### src/rtl/k054539_pkg.sv
// k054539 RAM arbiter shared definitions.
// Default frame geometry, CPU FSM states and a bank write-enable helper.
package k054539_pkg;

  localparam int          K_SLOT_BITS     = 4;
  localparam logic [15:0] K_CPU_SLOT_MASK = 16'hAAAA;

  typedef enum logic [2:0] {
    IDLE,
    PEND,
    ACCESS,
    DONE,
    HOLD
  } cpu_state_t;

  // Host byte lane decode: A[0]=1 selects bank A, 0 selects bank B.
  // Result is {we_a, we_b}.
  function automatic logic [1:0] cpu_bank_we(
    input logic wr,
    input logic bank_a
  );
    return {wr & bank_a, wr & ~bank_a};
  endfunction

endpackage

### src/rtl/k054539_slot_counter.sv
// k054539 RAM frame slot counter.
// Ports: CLK, RES (async high), SLOT_SYNC (frame align) -> cnt, cpu_slot.
module k054539_slot_counter
  import k054539_pkg::*;
#(
  parameter int SLOT_BITS = K_SLOT_BITS,
  parameter logic [(1<<SLOT_BITS)-1:0] CPU_SLOT_MASK =
    K_CPU_SLOT_MASK
) (
  input  logic                 CLK,
  input  logic                 RES,
  input  logic                 SLOT_SYNC,
  output logic [SLOT_BITS-1:0] cnt,
  output logic                 cpu_slot
);

  // Frame length is a power of two, so natural
  // overflow gives the wrap; sync beats the wrap.
  always_ff @(posedge CLK or posedge RES) begin
    if (RES) begin
      cnt <= '0;
    end else if (SLOT_SYNC) begin
      cnt <= '0;
    end else begin
      cnt <= cnt + SLOT_BITS'(1);
    end
  end

  assign cpu_slot = CPU_SLOT_MASK[cnt];

endmodule

### src/rtl/k054539_ram_arbiter.sv
// k054539 sample/register RAM time-slot arbiter (host CPU vs voice engine).
// Ports: CLK, RES, SLOT_SYNC; host CPU_CS/RD/WR/A/DI -> CPU_WAIT, CPU_RD_STB;
// engine ENG_REQ/A/WE/DI -> ENG_ACK; RAM bus SLOT, RAM_SRC, RAM_ADDR,
// RAM_WE_A/B, RAM_DIN_A/B (all registered, SLOT tags the presented slot).
module k054539_ram_arbiter
  import k054539_pkg::*;
#(
  parameter int SLOT_BITS = K_SLOT_BITS,
  parameter logic [(1<<SLOT_BITS)-1:0] CPU_SLOT_MASK =
    K_CPU_SLOT_MASK
) (
  input  logic                 CLK,
  input  logic                 RES,
  input  logic                 SLOT_SYNC,
  input  logic                 CPU_CS,
  input  logic                 CPU_RD,
  input  logic                 CPU_WR,
  input  logic [7:0]           CPU_A,
  input  logic [7:0]           CPU_DI,
  output logic                 CPU_WAIT,
  output logic                 CPU_RD_STB,
  input  logic                 ENG_REQ,
  input  logic [6:0]           ENG_A,
  input  logic [1:0]           ENG_WE,
  input  logic [15:0]          ENG_DI,
  output logic                 ENG_ACK,
  output logic [SLOT_BITS-1:0] SLOT,
  output logic                 RAM_SRC,
  output logic [6:0]           RAM_ADDR,
  output logic                 RAM_WE_A,
  output logic                 RAM_WE_B,
  output logic [7:0]           RAM_DIN_A,
  output logic [7:0]           RAM_DIN_B
);

  logic [SLOT_BITS-1:0] cnt;
  logic                 cpu_slot;
  logic                 req;
  logic                 serve;
  cpu_state_t           state;
  logic [7:0]           a_q;
  logic [7:0]           di_q;
  logic                 wr_q;
  logic [1:0]           cpu_we;

  k054539_slot_counter #(
    .SLOT_BITS     (SLOT_BITS),
    .CPU_SLOT_MASK (CPU_SLOT_MASK)
  ) u_cnt (
    .CLK       (CLK),
    .RES       (RES),
    .SLOT_SYNC (SLOT_SYNC),
    .cnt       (cnt),
    .cpu_slot  (cpu_slot)
  );

  assign req    = CPU_CS & (CPU_RD | CPU_WR);
  assign cpu_we = cpu_bank_we(wr_q, a_q[0]);

  // A pending access is only taken while the host
  // still selects the window; a dropped CS aborts.
  assign serve = (state == PEND) & CPU_CS & cpu_slot;

  // Combinational so the host stalls in the very
  // cycle it raises the strobe.
  assign CPU_WAIT = ~RES & (
    ((state == IDLE) & req) |
    (state == PEND) |
    (state == ACCESS));

  always_ff @(posedge CLK or posedge RES) begin
    if (RES) begin
      state      <= IDLE;
      a_q        <= '0;
      di_q       <= '0;
      wr_q       <= 1'b0;
      SLOT       <= '0;
      RAM_SRC    <= 1'b0;
      RAM_ADDR   <= '0;
      RAM_WE_A   <= 1'b0;
      RAM_WE_B   <= 1'b0;
      RAM_DIN_A  <= '0;
      RAM_DIN_B  <= '0;
      ENG_ACK    <= 1'b0;
      CPU_RD_STB <= 1'b0;
    end else begin
      SLOT       <= cnt;
      RAM_WE_A   <= 1'b0;
      RAM_WE_B   <= 1'b0;
      ENG_ACK    <= 1'b0;
      CPU_RD_STB <= 1'b0;

      // Bus owner follows the slot mask; CPU slots
      // left unused are never lent to the engine.
      unique case (1'b1)
        !cpu_slot: begin
          RAM_SRC <= 1'b0;
          if (ENG_REQ) begin
            RAM_ADDR  <= ENG_A;
            RAM_WE_A  <= ENG_WE[1];
            RAM_WE_B  <= ENG_WE[0];
            RAM_DIN_A <= ENG_DI[15:8];
            RAM_DIN_B <= ENG_DI[7:0];
            ENG_ACK   <= 1'b1;
          end
        end
        cpu_slot: begin
          RAM_SRC <= 1'b1;
          if (serve) begin
            RAM_ADDR  <= a_q[7:1];
            RAM_WE_A  <= cpu_we[1];
            RAM_WE_B  <= cpu_we[0];
            RAM_DIN_A <= di_q;
            RAM_DIN_B <= di_q;
          end
        end
        default: begin
          RAM_SRC <= 1'b0;
        end
      endcase

      unique case (state)
        IDLE: begin
          if (req) begin
            state <= PEND;
            a_q   <= CPU_A;
            di_q  <= CPU_DI;
            wr_q  <= CPU_WR;
          end
        end
        PEND: begin
          if (!CPU_CS) begin
            state <= IDLE;
          end else if (cpu_slot) begin
            state <= ACCESS;
          end
        end
        ACCESS: begin
          state      <= DONE;
          CPU_RD_STB <= ~wr_q;
        end
        DONE: begin
          state <= HOLD;
        end
        HOLD: begin
          // Held strobe must drop before another
          // host cycle may start.
          if (!req) begin
            state <= IDLE;
          end
        end
        default: begin
          state <= IDLE;
        end
      endcase
    end
  end

endmodule

### config.mk
export PLATFORM = sky130hd
export DESIGN_NAME = k054539_ram_arbiter
export DESIGN_NICKNAME = d
export VERILOG_FILES = /design/src/rtl/k054539_pkg.sv /design/src/rtl/k054539_slot_counter.sv /design/src/rtl/k054539_ram_arbiter.sv
export SDC_FILE = /design/constraint.sdc
export NUM_CORES = 1
export LEC_CHECK = 0
export BUFFER_PORTS_ARGS = -buffer_cell sky130_fd_sc_hd__buf_2
export CORE_MARGIN = 10
export CORE_UTILIZATION = 55
export CTS_BUF_LIST = sky130_fd_sc_hd__clkbuf_4
export CTS_CLUSTER_SIZE = 12
export DETAILED_ROUTE_END_ITERATION = 7
export MAX_ROUTING_LAYER = met4
export PLACE_DENSITY = 0.92
export REMOVE_ABC_BUFFERS = 1
export SETUP_SLACK_MARGIN = 0.2
export SKIP_CTS_REPAIR_TIMING = 1
export SLEW_MARGIN = 20
export SYNTH_ARGS = -nofsm -noshare
export SYNTH_HDL_FRONTEND = slang
export SYNTH_SLANG_ARGS = --single-unit
export TNS_END_PERCENT = 5
### constraint.sdc
create_clock -name CLK -period 5.1 [get_ports CLK]
set_input_delay 0.51 -clock CLK [delete_from_list [all_inputs] [get_ports CLK]]
set_output_delay 0.51 -clock CLK [all_outputs]
set_load 0.02 [all_outputs]
==> impl_metrics.toml <==
[sta]
final_hold_viol_count = 0
rsz0062_at_grt = "no"
final.period_utilization = 0.522
final.min_clock_period_ns = 2.66
finalSetupViolCount = 0
fmax_ghz = 0.376
tns_ns = 0
maxSlewHeadroom = 0.366
worst_pin_slew_ns = 0.951
finalMaxSlewViolations = 0
holdWs_ns = 0.299
skew_ns = 0.0103

[global_routing]
grt_max_degree = 56
antenna_found_initial = 0
globalRoute.totalOverflow = 0
grt_pass1_wl_mm = 8.41
first_global_vias = 1748
track_usage = 0.147

[synth]
synth_seq_cells = 55
ys_top_cells_by_area = "dfrtp_1 61%, o221a_2 11%, mux2_4 6.0%, or3_1 4.1%, mux2_2 4.0%"
synth_edf_count = 0
yosys-top-cells-count = "55 x dfrtp_1, 23 x o221a_2, 15 x or3_1"
ys.flop_type = "dfrtp_1"
async_reset_ff_frac = 1.00
synth.area.mux_share = 0.0995
yosys.area.top_type_share = 0.608
yosysMostFrequentCell = "dfrtp_1"
synth_largest_area_cell = "dfrtp_1"
synth-compound-area-share = 0.144
synth_cell_type_count = 31
synthAdderAreaFrac = 0.00553
synth_area_mm2 = 0.00226
synth_top_family_by_area = "compound AO/OA/AOI/OAI gates"
avgSynthCellArea_um2 = 14.6
syn_inst = 155
synthXorXnorAreaFrac = 0.00774
yosys_warnings = 0
synth-seq-area-share = 0.608
yosys.area_share.simple = 0.0918

[clocking]
clock_path_buffers = 2
cts_buffers = 5
cts_sinks = 55
cts_tree = "built"
clock_latency_ns = 0.36
cts.clk_slew.worst_paths_ns = 0.15
cts-root-buf = "clkbuf_4"
ctsHtreeMaxLevel = 2

[worst_setup_path]
cpMaxStageDelayCell = "or4_4"
path_delay_family = "simple AND/OR/NAND/NOR gates"
crit_fanout = 23
reg2reg_depth = 3
r2r_slack_ns = 2.67
crit_path_end_kind = "primary output"
worstSetupPathType = "flip-flop to primary output"
arrival_ns = 2.15
r2r_start = "state[0]"
slowest_delay_ns = 0.79
start_kind = "flip-flop"
critPathRequiredTime_ns = 4.59
timing.rr.end = "RAM_ADDR[1]"
path_buf_inv = 1
cp_cell_sequence = "or4_4 -> a21oi_1 -> buf_2"

[final_layout]
layout.nets = 279
stdcell_count = 281
diodes = 0
drive_above_1_share = 0.576
syn_to_final_growth_pct = 19.3

[floorplan]
io_pins = 81
core_mm2 = 0.00400
initial_utilization = 0.566
die_h_um = 84.2
die-area_mm2 = 0.00708
die_x_um = 84.2
num_rows = 23

[route]
ant_nets = 0
wl_per_cell_um = 18.4
drt_iter0_markers = 73
dr_total_vias = 1558
firstDrtPassIters = 4
via_per_inst = 5.54
drc_errors = 0
wirelength_mm = 5.16

[pwr]
cellPowerDensity_mw_per_mm2 = 474
leakagePower_nw = 1.30
vdd.ir_drop.worst_mv = 0.262
p_total_mw = 1.28

[placed_design]
gp_congestion = 0.794
io_buffers = 80
post-dp-hpwl_mm = 3.89
dp_cells = 273

[hold_path]
hold_class = "input pin to async pin"

[run]
drv_cap = 0

[run_status]
run_status = "complete, no violations"
[layout by cell type, fill, tap and decap left out]
cell        count
buf_2          80
dfrtp_1        55
o221a_2        23
or3_1          15
mux2_4          9
mux2_2          8
nor2_1          5
clkbuf_4        5
inv_1           3
a21oi_1         3
or2b_2          2
nor2b_1         2
a32o_1          2
clkinv_1        2
nand2b_4        1
o32a_1          1
nand4b_1        1
nand2b_1        1
o21ai_2         1
or4_4           1
nor3_1          1
a22o_2          1
xnor2_1         1
nand3_1         1
xor2_1          1
nor3b_1         1
or2b_1          1
a21o_1          1
clkinv_2        1
ha_1            1
clkinvlp_4      1
[power breakdown]
group	leakage [nW]	internal, mW	switching (mW)	total, mW
sequential	0.652	0.570	0.0965	0.666
clock	0.0263	0.0509	0.128	0.179
combinational	0.621	0.232	0.204	0.435
[worst max-delay path by stage]
stage	from	to	slack (ns)	depth (start not counted)
floorplan	state[2]	CPU_WAIT	2.98	2
global placement	CPU_CS	RAM_DIN_B[0]	2.67	4
detailed placement	CPU_CS	RAM_DIN_B[5]	2.57	4
CTS	state[2]	CPU_WAIT	2.43	3
global route	state[2]	CPU_WAIT	2.32	3
finish	state[2]	CPU_WAIT	2.44	3
[layout make-up]
type / count / area, um^2
Timing Repair Buffer: 80 / 400
Clock buffer: 5 / 37.5
Tap cell: 50 / 62.6
Clock inverter: 3 / 15.0
Sequential cell: 55 / 1380
Inverter: 4 / 16.3
Fill cell: 290 / 1300
Multi-Input combinational cell: 84 / 793
[per-stage QoR]
stage | area (um^2) | util | setup slack [ns]
global route | 2700 | 0.675 | 2.32
floorplan | 2180 | - | 2.98
finish | 2700 | 0.675 | 2.44
detailed placement | 2650 | 0.662 | 2.57
CTS | 2700 | 0.675 | 2.43
global placement | 2650 | 0.662 | 2.67
[state kept, by name (all words and copies together) (netlist names)]
register    count
wr_q            1
RAM_DIN_A       8
state           3
RAM_WE_A        1
RAM_ADDR        7
RAM_DIN_B       8
a_q             8
RAM_WE_B        1
ENG_ACK         1
SLOT            4
u_cnt.cnt       4
CPU_RD_STB      1
di_q            8
[cells by family after synthesis]
group	count (synthesis)
AO/OA/AOI/OAI	32
flip-flops	55
AND/OR/NAND/NOR	32
multiplexers	17
adder cells (fa/ha/maj)	1
XOR/XNOR	2
buffers and inverters	16
[layer usage]
metal,vias up,share of wire,global-route usage,wire [um]
li1,736,-,-,-
met1,768,0.44,0.168,2270
met2,52,0.48,0.240,2500
met3,2,0.071,0.0551,364
met4,0,0.0041,0.0350,21
met5,-,0,-,0
Note: power is estimated with default switching activity, not from simulation.
